<file path="src/rtl/wb_loader_pkg.sv">
// Shared definitions for the Wishbone configuration loader.
// Holds the frame-parser state encoding, the response status codes and the
// bit positions of the fields inside the CMD byte.
package wb_loader_pkg;

   typedef enum logic [2:0] {
      ST_CMD,
      ST_ADDR,
      ST_DATA,
      ST_BUS,
      ST_RESP
   } state_e;

   localparam logic [7:0] STATUS_OK      = 8'h00;
   localparam logic [7:0] STATUS_TIMEOUT = 8'hEE;

   localparam int CMD_WE_BIT  = 0;
   localparam int CMD_SEL_LSB = 4;

endpackage

</file>
<file path="src/rtl/wishbone_config_loader.sv">
// Wishbone classic initiator driven by a framed byte stream.
// A frame is CMD, 4 address bytes and, for writes, 4 data bytes (LSB first).
// Each frame becomes one single Wishbone cycle; a status byte (plus 4 read
// data bytes for reads) is returned on the response stream.
//
// Ports:
//   wb_clk_i, wb_rst_ni           clock, async active-low reset
//   rx_data_i/rx_valid_i/rx_ready_o   command byte stream in
//   tx_data_o/tx_valid_o/tx_ready_i   response byte stream out
//   wbm_*                         Wishbone master (cyc == stb)
//   busy_o                        high whenever not waiting for a CMD byte
//   timeout_o                     sticky, set when a cycle is aborted
module wishbone_config_loader
   import wb_loader_pkg::*;
#(
   parameter int TIMEOUT_CYCLES = 255,
   parameter int TIMEOUT_W      = 8
) (
   input  logic        wb_clk_i,
   input  logic        wb_rst_ni,
   input  logic [7:0]  rx_data_i,
   input  logic        rx_valid_i,
   output logic        rx_ready_o,
   output logic [7:0]  tx_data_o,
   output logic        tx_valid_o,
   input  logic        tx_ready_i,
   output logic        wbm_cyc_o,
   output logic        wbm_stb_o,
   output logic        wbm_we_o,
   output logic [3:0]  wbm_sel_o,
   output logic [31:0] wbm_addr_o,
   output logic [31:0] wbm_data_o,
   input  logic [31:0] wbm_data_i,
   input  logic        wbm_ack_i,
   output logic        busy_o,
   output logic        timeout_o
);

   // Counter value seen during the last permitted strobe cycle.
   localparam logic [TIMEOUT_W-1:0] TCNT_LAST = TIMEOUT_W'(TIMEOUT_CYCLES - 1);

   state_e             state_q, state_d;
   logic [1:0]         cnt_q, cnt_d;
   logic               we_q, we_d;
   logic [3:0]         sel_q, sel_d;
   logic [31:0]        addr_q, addr_d;
   logic [31:0]        wdata_q, wdata_d;
   logic [31:0]        rdata_q, rdata_d;
   logic [TIMEOUT_W-1:0] tcnt_q, tcnt_d;
   logic               data_phase_q, data_phase_d;
   logic [7:0]         tx_data_q, tx_data_d;
   logic               tx_valid_q, tx_valid_d;
   logic               stb_q, stb_d;
   logic               rx_ready_q, rx_ready_d;
   logic               busy_q, busy_d;
   logic               timeout_q, timeout_d;

   logic               rx_fire;
   logic               tx_fire;

   assign rx_fire = rx_valid_i && rx_ready_q;
   assign tx_fire = tx_valid_q && tx_ready_i;

   always_comb begin
      state_d      = state_q;
      cnt_d        = cnt_q;
      we_d         = we_q;
      sel_d        = sel_q;
      addr_d       = addr_q;
      wdata_d      = wdata_q;
      rdata_d      = rdata_q;
      tcnt_d       = tcnt_q;
      data_phase_d = data_phase_q;
      tx_data_d    = tx_data_q;
      timeout_d    = timeout_q;

      case (state_q)
         ST_CMD: begin
            if (rx_fire) begin
               we_d    = rx_data_i[CMD_WE_BIT];
               sel_d   = rx_data_i[CMD_SEL_LSB +: 4];
               cnt_d   = 2'd0;
               state_d = ST_ADDR;
            end
         end
         ST_ADDR: begin
            if (rx_fire) begin
               addr_d = {rx_data_i, addr_q[31:8]};
               cnt_d  = cnt_q + 2'd1;
               if (cnt_q == 2'd3) begin
                  state_d = we_q ? ST_DATA : ST_BUS;
                  tcnt_d  = '0;
               end
            end
         end
         ST_DATA: begin
            if (rx_fire) begin
               wdata_d = {rx_data_i, wdata_q[31:8]};
               cnt_d   = cnt_q + 2'd1;
               if (cnt_q == 2'd3) begin
                  state_d = ST_BUS;
                  tcnt_d  = '0;
               end
            end
         end
         ST_BUS: begin
            // Ack is checked first so it wins over a coincident timeout.
            if (wbm_ack_i) begin
               rdata_d      = wbm_data_i;
               tx_data_d    = STATUS_OK;
               data_phase_d = 1'b0;
               cnt_d        = 2'd0;
               state_d      = ST_RESP;
            end else if (tcnt_q == TCNT_LAST) begin
               rdata_d      = '0;
               tx_data_d    = STATUS_TIMEOUT;
               timeout_d    = 1'b1;
               data_phase_d = 1'b0;
               cnt_d        = 2'd0;
               state_d      = ST_RESP;
            end else begin
               tcnt_d = tcnt_q + TIMEOUT_W'(1);
            end
         end
         ST_RESP: begin
            // Status goes first; reads then stream rdata out LSB first,
            // with the byte counter tracking the data bytes only.
            if (tx_fire) begin
               if (we_q || (data_phase_q && cnt_q == 2'd3)) begin
                  tx_data_d = 8'h00;
                  state_d   = ST_CMD;
               end else begin
                  if (data_phase_q) begin
                     cnt_d = cnt_q + 2'd1;
                  end
                  data_phase_d = 1'b1;
                  tx_data_d    = rdata_q[7:0];
                  rdata_d      = rdata_q >> 8;
               end
            end
         end
         default: state_d = ST_CMD;
      endcase

      // Handshake and status outputs are decoded from the next state so
      // they come straight from flops.
      stb_d      = (state_d == ST_BUS);
      tx_valid_d = (state_d == ST_RESP);
      rx_ready_d = (state_d == ST_CMD) || (state_d == ST_ADDR) || (state_d == ST_DATA);
      busy_d     = (state_d != ST_CMD);
   end

   always_ff @(posedge wb_clk_i or negedge wb_rst_ni) begin
      if (!wb_rst_ni) begin
         state_q      <= ST_CMD;
         cnt_q        <= 2'd0;
         we_q         <= 1'b0;
         sel_q        <= 4'h0;
         addr_q       <= 32'h0;
         wdata_q      <= 32'h0;
         rdata_q      <= 32'h0;
         tcnt_q       <= '0;
         data_phase_q <= 1'b0;
         tx_data_q    <= 8'h00;
         tx_valid_q   <= 1'b0;
         stb_q        <= 1'b0;
         rx_ready_q   <= 1'b1;
         busy_q       <= 1'b0;
         timeout_q    <= 1'b0;
      end else begin
         state_q      <= state_d;
         cnt_q        <= cnt_d;
         we_q         <= we_d;
         sel_q        <= sel_d;
         addr_q       <= addr_d;
         wdata_q      <= wdata_d;
         rdata_q      <= rdata_d;
         tcnt_q       <= tcnt_d;
         data_phase_q <= data_phase_d;
         tx_data_q    <= tx_data_d;
         tx_valid_q   <= tx_valid_d;
         stb_q        <= stb_d;
         rx_ready_q   <= rx_ready_d;
         busy_q       <= busy_d;
         timeout_q    <= timeout_d;
      end
   end

   assign rx_ready_o = rx_ready_q;
   assign tx_data_o  = tx_data_q;
   assign tx_valid_o = tx_valid_q;
   assign wbm_cyc_o  = stb_q;
   assign wbm_stb_o  = stb_q;
   assign wbm_we_o   = we_q;
   assign wbm_sel_o  = sel_q;
   assign wbm_addr_o = addr_q;
   assign wbm_data_o = wdata_q;
   assign busy_o     = busy_q;
   assign timeout_o  = timeout_q;

endmodule
</file>
<file path="config.mk">
export PLATFORM = sky130hd
export DESIGN_NAME = wishbone_config_loader
export DESIGN_NICKNAME = d
export VERILOG_FILES = /design/src/rtl/wb_loader_pkg.sv /design/src/rtl/wishbone_config_loader.sv
export SDC_FILE = /design/constraint.sdc
export NUM_CORES = 1
export LEC_CHECK = 0
export CORE_ASPECT_RATIO = 1.5
export CORE_UTILIZATION = 45
export DETAILED_ROUTE_END_ITERATION = 16
export GPL_ROUTABILITY_DRIVEN = 0
export HOLD_SLACK_MARGIN = 0.05
export PLACE_DENSITY = 0.88
export SLEW_MARGIN = 20
export SYNTH_ARGS = -nofsm -noshare
export SYNTH_HDL_FRONTEND = slang
export SYNTH_SLANG_ARGS = --single-unit
</file>
<file path="constraint.sdc">
create_clock -name wb_clk_i -period 2 [get_ports wb_clk_i]
set_clock_uncertainty 0.2 [all_clocks]
set_input_delay 0.3 -clock wb_clk_i [delete_from_list [all_inputs] [get_ports wb_clk_i]]
set_output_delay 0.3 -clock wb_clk_i [all_outputs]
set_load 0.01 [all_outputs]
</file>
==> flow_summary_export.csv, run 1 <==
group,metric,value,unit
run_status,status,"finished, final reports clean",
place,io_buffers,127,
critical_path,required,2.09,ns
die,core,12100,um2
min_path,hp-class,"primary input to asynchronous set/reset pin",
critical_path,cp_top_family,"flip-flops",
routing,dr.pass1.iters,5,
timing,fmaxAchievable,0.504,GHz
grt,grt_max_degree,61,
die,die_x,93.3,um
timing,finalHoldViolations,0,
critical_path,critPathLaunchType,"register",
yosys,syn_area,5620,um2
critical_path,rrSetupSlack,0.02,ns
cells_and_area,final_cell_mix,"126 x dfrtp_1, 125 x clkdlybuf4s50_1, 72 x mux2_2",
timing,setup_viol,0,
yosys,syn_area_per_cell,12.8,um2
grt,gr-usage-all-layers,21.8,%
critical_path,cp.depth,6,
timing,setup_tns,0,ns
place,placedCellCount,734,
yosys,synth_nets,488,
cts,clk_pin_slew,0.06,ns
cells_and_area,drive_gt1_share,30.3,%
routing,ant_nets,0,
critical_path,endpoint_kind,"register",
critical_path,slowest_stage,"dfrtp_1",
critical_path,crit_buf_inv,2,
yosys,synth-seq-cells,128,
cells_and_area,multi_input_area,2280,um2
job,maxCapViolations,0,
timing,slew_violations,0,
cts,cts_buffers,17,
yosys,synth.distinct_cells,47,
critical_path,cp-startpoint,"state_q[2]",
cts,numClockSinks,128,
critical_path,crit_type,"register to register",
cells_and_area,insertedDiodeCount,0,
power,power_density,1540,nW/um2
yosys,async_flop_share,100,%
power,irDropWorstVdd,0.884,mV
routing,via_count,4102,
yosys,seq_area_frac_synth,57.0,%
critical_path,ff2ff_path_depth,6,
cts,cts_root_buffer,"clkbuf_16",
timing,grt_setup_unrepaired,"yes",
place,placed_area,7320,um2
critical_path,r2r_start,"state_q[2]",
die,start_util,46.5,%
cells_and_area,stdcell_count,770,
yosys,synth-edff-count,0,
grt,grt_pass1_wl,21700,um
critical_path,crit_fanout,22,
grt,overflow,0,
cells_and_area,areaGrowthSynthToFinish,42.5,%
routing,drt-initial-drc-count,144,
die,rows,49,
timing,worst_pin_slew,0.489,ns
routing,drc,0,
die,ios,128,
grt,antenna_found_initial,0,
critical_path,slowest_delay,0.39,ns
cells_and_area,fillers,811,
cells_and_area,final_area,8010,um2
cts,clock_latency,0.41,ns
routing,routed_wl,13400,um
cts,htreeDepth,4,
cts,cts.path.max_buffers,2,
critical_path,setup.worst_path.end,"rdata_q[12]",
routing,wl_per_cell,17.4,um
critical_path,reg2reg_to,"rdata_q[12]",
power,p_total,12.4,mW
critical_path,arrival,2.08,ns
critical_path,crit_chain,"buf_6, and4b_1, o21bai_4, o22ai_4, buf_12, mux2_4",
yosys,synth-main-ff-cell,"dfrtp_1",
die,die_h,139,um
cts,cts_tree,"done",
yosys,yosys_warnings,0,
cells_and_area,fin_nets,652,
timing,period_needed,1.98,ns
yosys,syn_inst,440,
cells_and_area,register_area,3210,um2
die,die-area,13000,um2
grt,first_global_vias,4412,
timing,min_period_over_period,99.1,%
cells_and_area,final_common_cell,"dfrtp_1",
power,power.leakage,3.76,nW
place,dp_hpwl,9290,um
routing,routed_via_density,5.33,
timing,relSlewSlack,67.3,%
-- area by class of cell --
| class | count | area share [%] |
|---|---|---|
| sequential | 128 | 40.0 |
| timing repair buffer | 169 | 21.0 |
| multi-input combinational | 278 | 28.5 |
| clock buffer | 17 | 5.31 |
| inverter | 10 | 0.469 |
| clock inverter | 15 | 2.28 |
| tap | 153 | 2.39 |
-- timing repair --
item,CTS,global route
pin swaps,0,2
hold buffers,1,0
resized for setup,3,8
endpoints found under the hold margin,128,0
setup buffers,0,2
gates cloned,0,1
endpoints found under the setup margin,25,31
-- layer usage --
layer  share of wire [%]  wire, um  track usage [%]  vias up
met4                0.87       116             10.2        0
met5                   0         0                0        -
met2                  55      7350             38.0      144
met3                 6.3       838             6.47       12
li1                    -         -                -     1872
met1                  38      5080             24.0     2074
-- where the power goes --
group | switching [mW] | total (mW) | leakage, nW | internal, mW
Clock | 1.33 | 3.14 | 0.300 | 1.80
Sequential | 0.799 | 4.55 | 1.59 | 3.75
Combinational | 1.80 | 4.68 | 1.87 | 2.89
Total | 3.93 | 12.4 | 3.76 | 8.44
-- flip-flops by register name (all words and copies together) (netlist names) --
name and cells:
tx_data_o 8, wbm_sel_o 4, tx_valid_o 1, wbm_we_o 1
busy_o 1, timeout_o 1, state_q 3, wbm_cyc_o 1
tcnt_q 8, wbm_addr_o 32, wbm_data_o 32, cnt_q 2
rdata_q 32, data_phase_q 1, rx_ready_o 1
-- cell families (layout without fill, tap and decap cells) --
family	count (synthesis)	count (layout)	synth area share [%]
flops	128	128	57.0
simple gates	122	122	10.3
mux	102	102	21.7
compound gates	47	47	6.57
buf+inv	34	211	3.07
xor+xnor	4	4	0.623
fa+ha+maj	3	3	0.668
-- cells in the mapped netlist, drive strengths merged, types with 2 or more instances --
| master | count | area (um2) |
|---|---|---|
| nand2b | 3 | 18.8 |
| dfrtp | 127 | 3180 |
| xor2 | 4 | 35.0 |
| a22oi | 2 | 15.0 |
| a21boi | 2 | 15.0 |
| and3 | 2 | 12.5 |
| inv | 10 | 37.5 |
| o21ai | 5 | 25.0 |
| a21oi | 9 | 45.0 |
| nor2 | 16 | 62.6 |
| o2111ai | 2 | 17.5 |
| buf | 21 | 124 |
| nand2 | 58 | 218 |
| o21bai | 3 | 33.8 |
| o211ai | 4 | 30.0 |
| o31ai | 2 | 15.0 |
| or3 | 3 | 18.8 |
| mux2 | 94 | 1140 |
| a21o | 3 | 22.5 |
| a22o | 8 | 70.1 |
| o21a | 2 | 15.0 |
| mux2i | 8 | 80.1 |
| clkbuf | 3 | 11.3 |
| ha | 3 | 37.5 |
| nand3 | 30 | 150 |
-- how the worst min path moves through the flow --
| stage | end | cells past startpoint |
|---|---|---|
| 3_5_place_dp | tcnt_q[3] | 1 |
| 2_1_floorplan | busy_o | 0 |
| 5_1_grt | tcnt_q[3] | 2 |
| 4_1_cts | tcnt_q[3] | 2 |
| 3_3_place_gp | tcnt_q[3] | 1 |
| 6_report | tcnt_q[3] | 2 |
-- metrics by stage --
| stage | hold WS (ns) | utilization (%) | worst slack [ns] |
|---|---|---|---|
| 2_1_floorplan | -0.196 | - | -0.00239 |
| 3_3_place_gp | 0.0504 | 60.6 | -0.178 |
| 3_5_place_dp | 0.0528 | 60.6 | -0.230 |
| 4_1_cts | 0.157 | 65.7 | 0.0155 |
| 5_1_grt | 0.190 | 66.3 | -0.0561 |
| 6_report | 0.155 | 66.3 | 0.0175 |
Power figures use the tool's default switching activity.
==> run 2, diff against run 1 <==
--- a/config.mk
+++ b/config.mk
@@ -7,6 +7,7 @@
 export LEC_CHECK = 0
 export CORE_ASPECT_RATIO = 1.5
 export CORE_UTILIZATION = 45
+export CTS_BUF_LIST = sky130_fd_sc_hd__clkbuf_4 sky130_fd_sc_hd__clkbuf_8 sky130_fd_sc_hd__clkbuf_16
 export DETAILED_ROUTE_END_ITERATION = 16
 export GPL_ROUTABILITY_DRIVEN = 0
 export HOLD_SLACK_MARGIN = 0.05
==> results of run 2 <==
The final DEF is identical to that of run 1; final timing and power are the same.
==> run 3, diff against run 2 <==
--- a/config.mk
+++ b/config.mk
@@ -5,6 +5,8 @@
 export SDC_FILE = /design/constraint.sdc
 export NUM_CORES = 1
 export LEC_CHECK = 0
+export ABC_CLOCK_PERIOD_IN_PS = 2000
+export CAP_MARGIN = 10
 export CORE_ASPECT_RATIO = 1.5
 export CORE_UTILIZATION = 45
 export CTS_BUF_LIST = sky130_fd_sc_hd__clkbuf_4 sky130_fd_sc_hd__clkbuf_8 sky130_fd_sc_hd__clkbuf_16
==> results of run 3 <==
The final DEF is identical to that of run 1; final timing and power are the same.
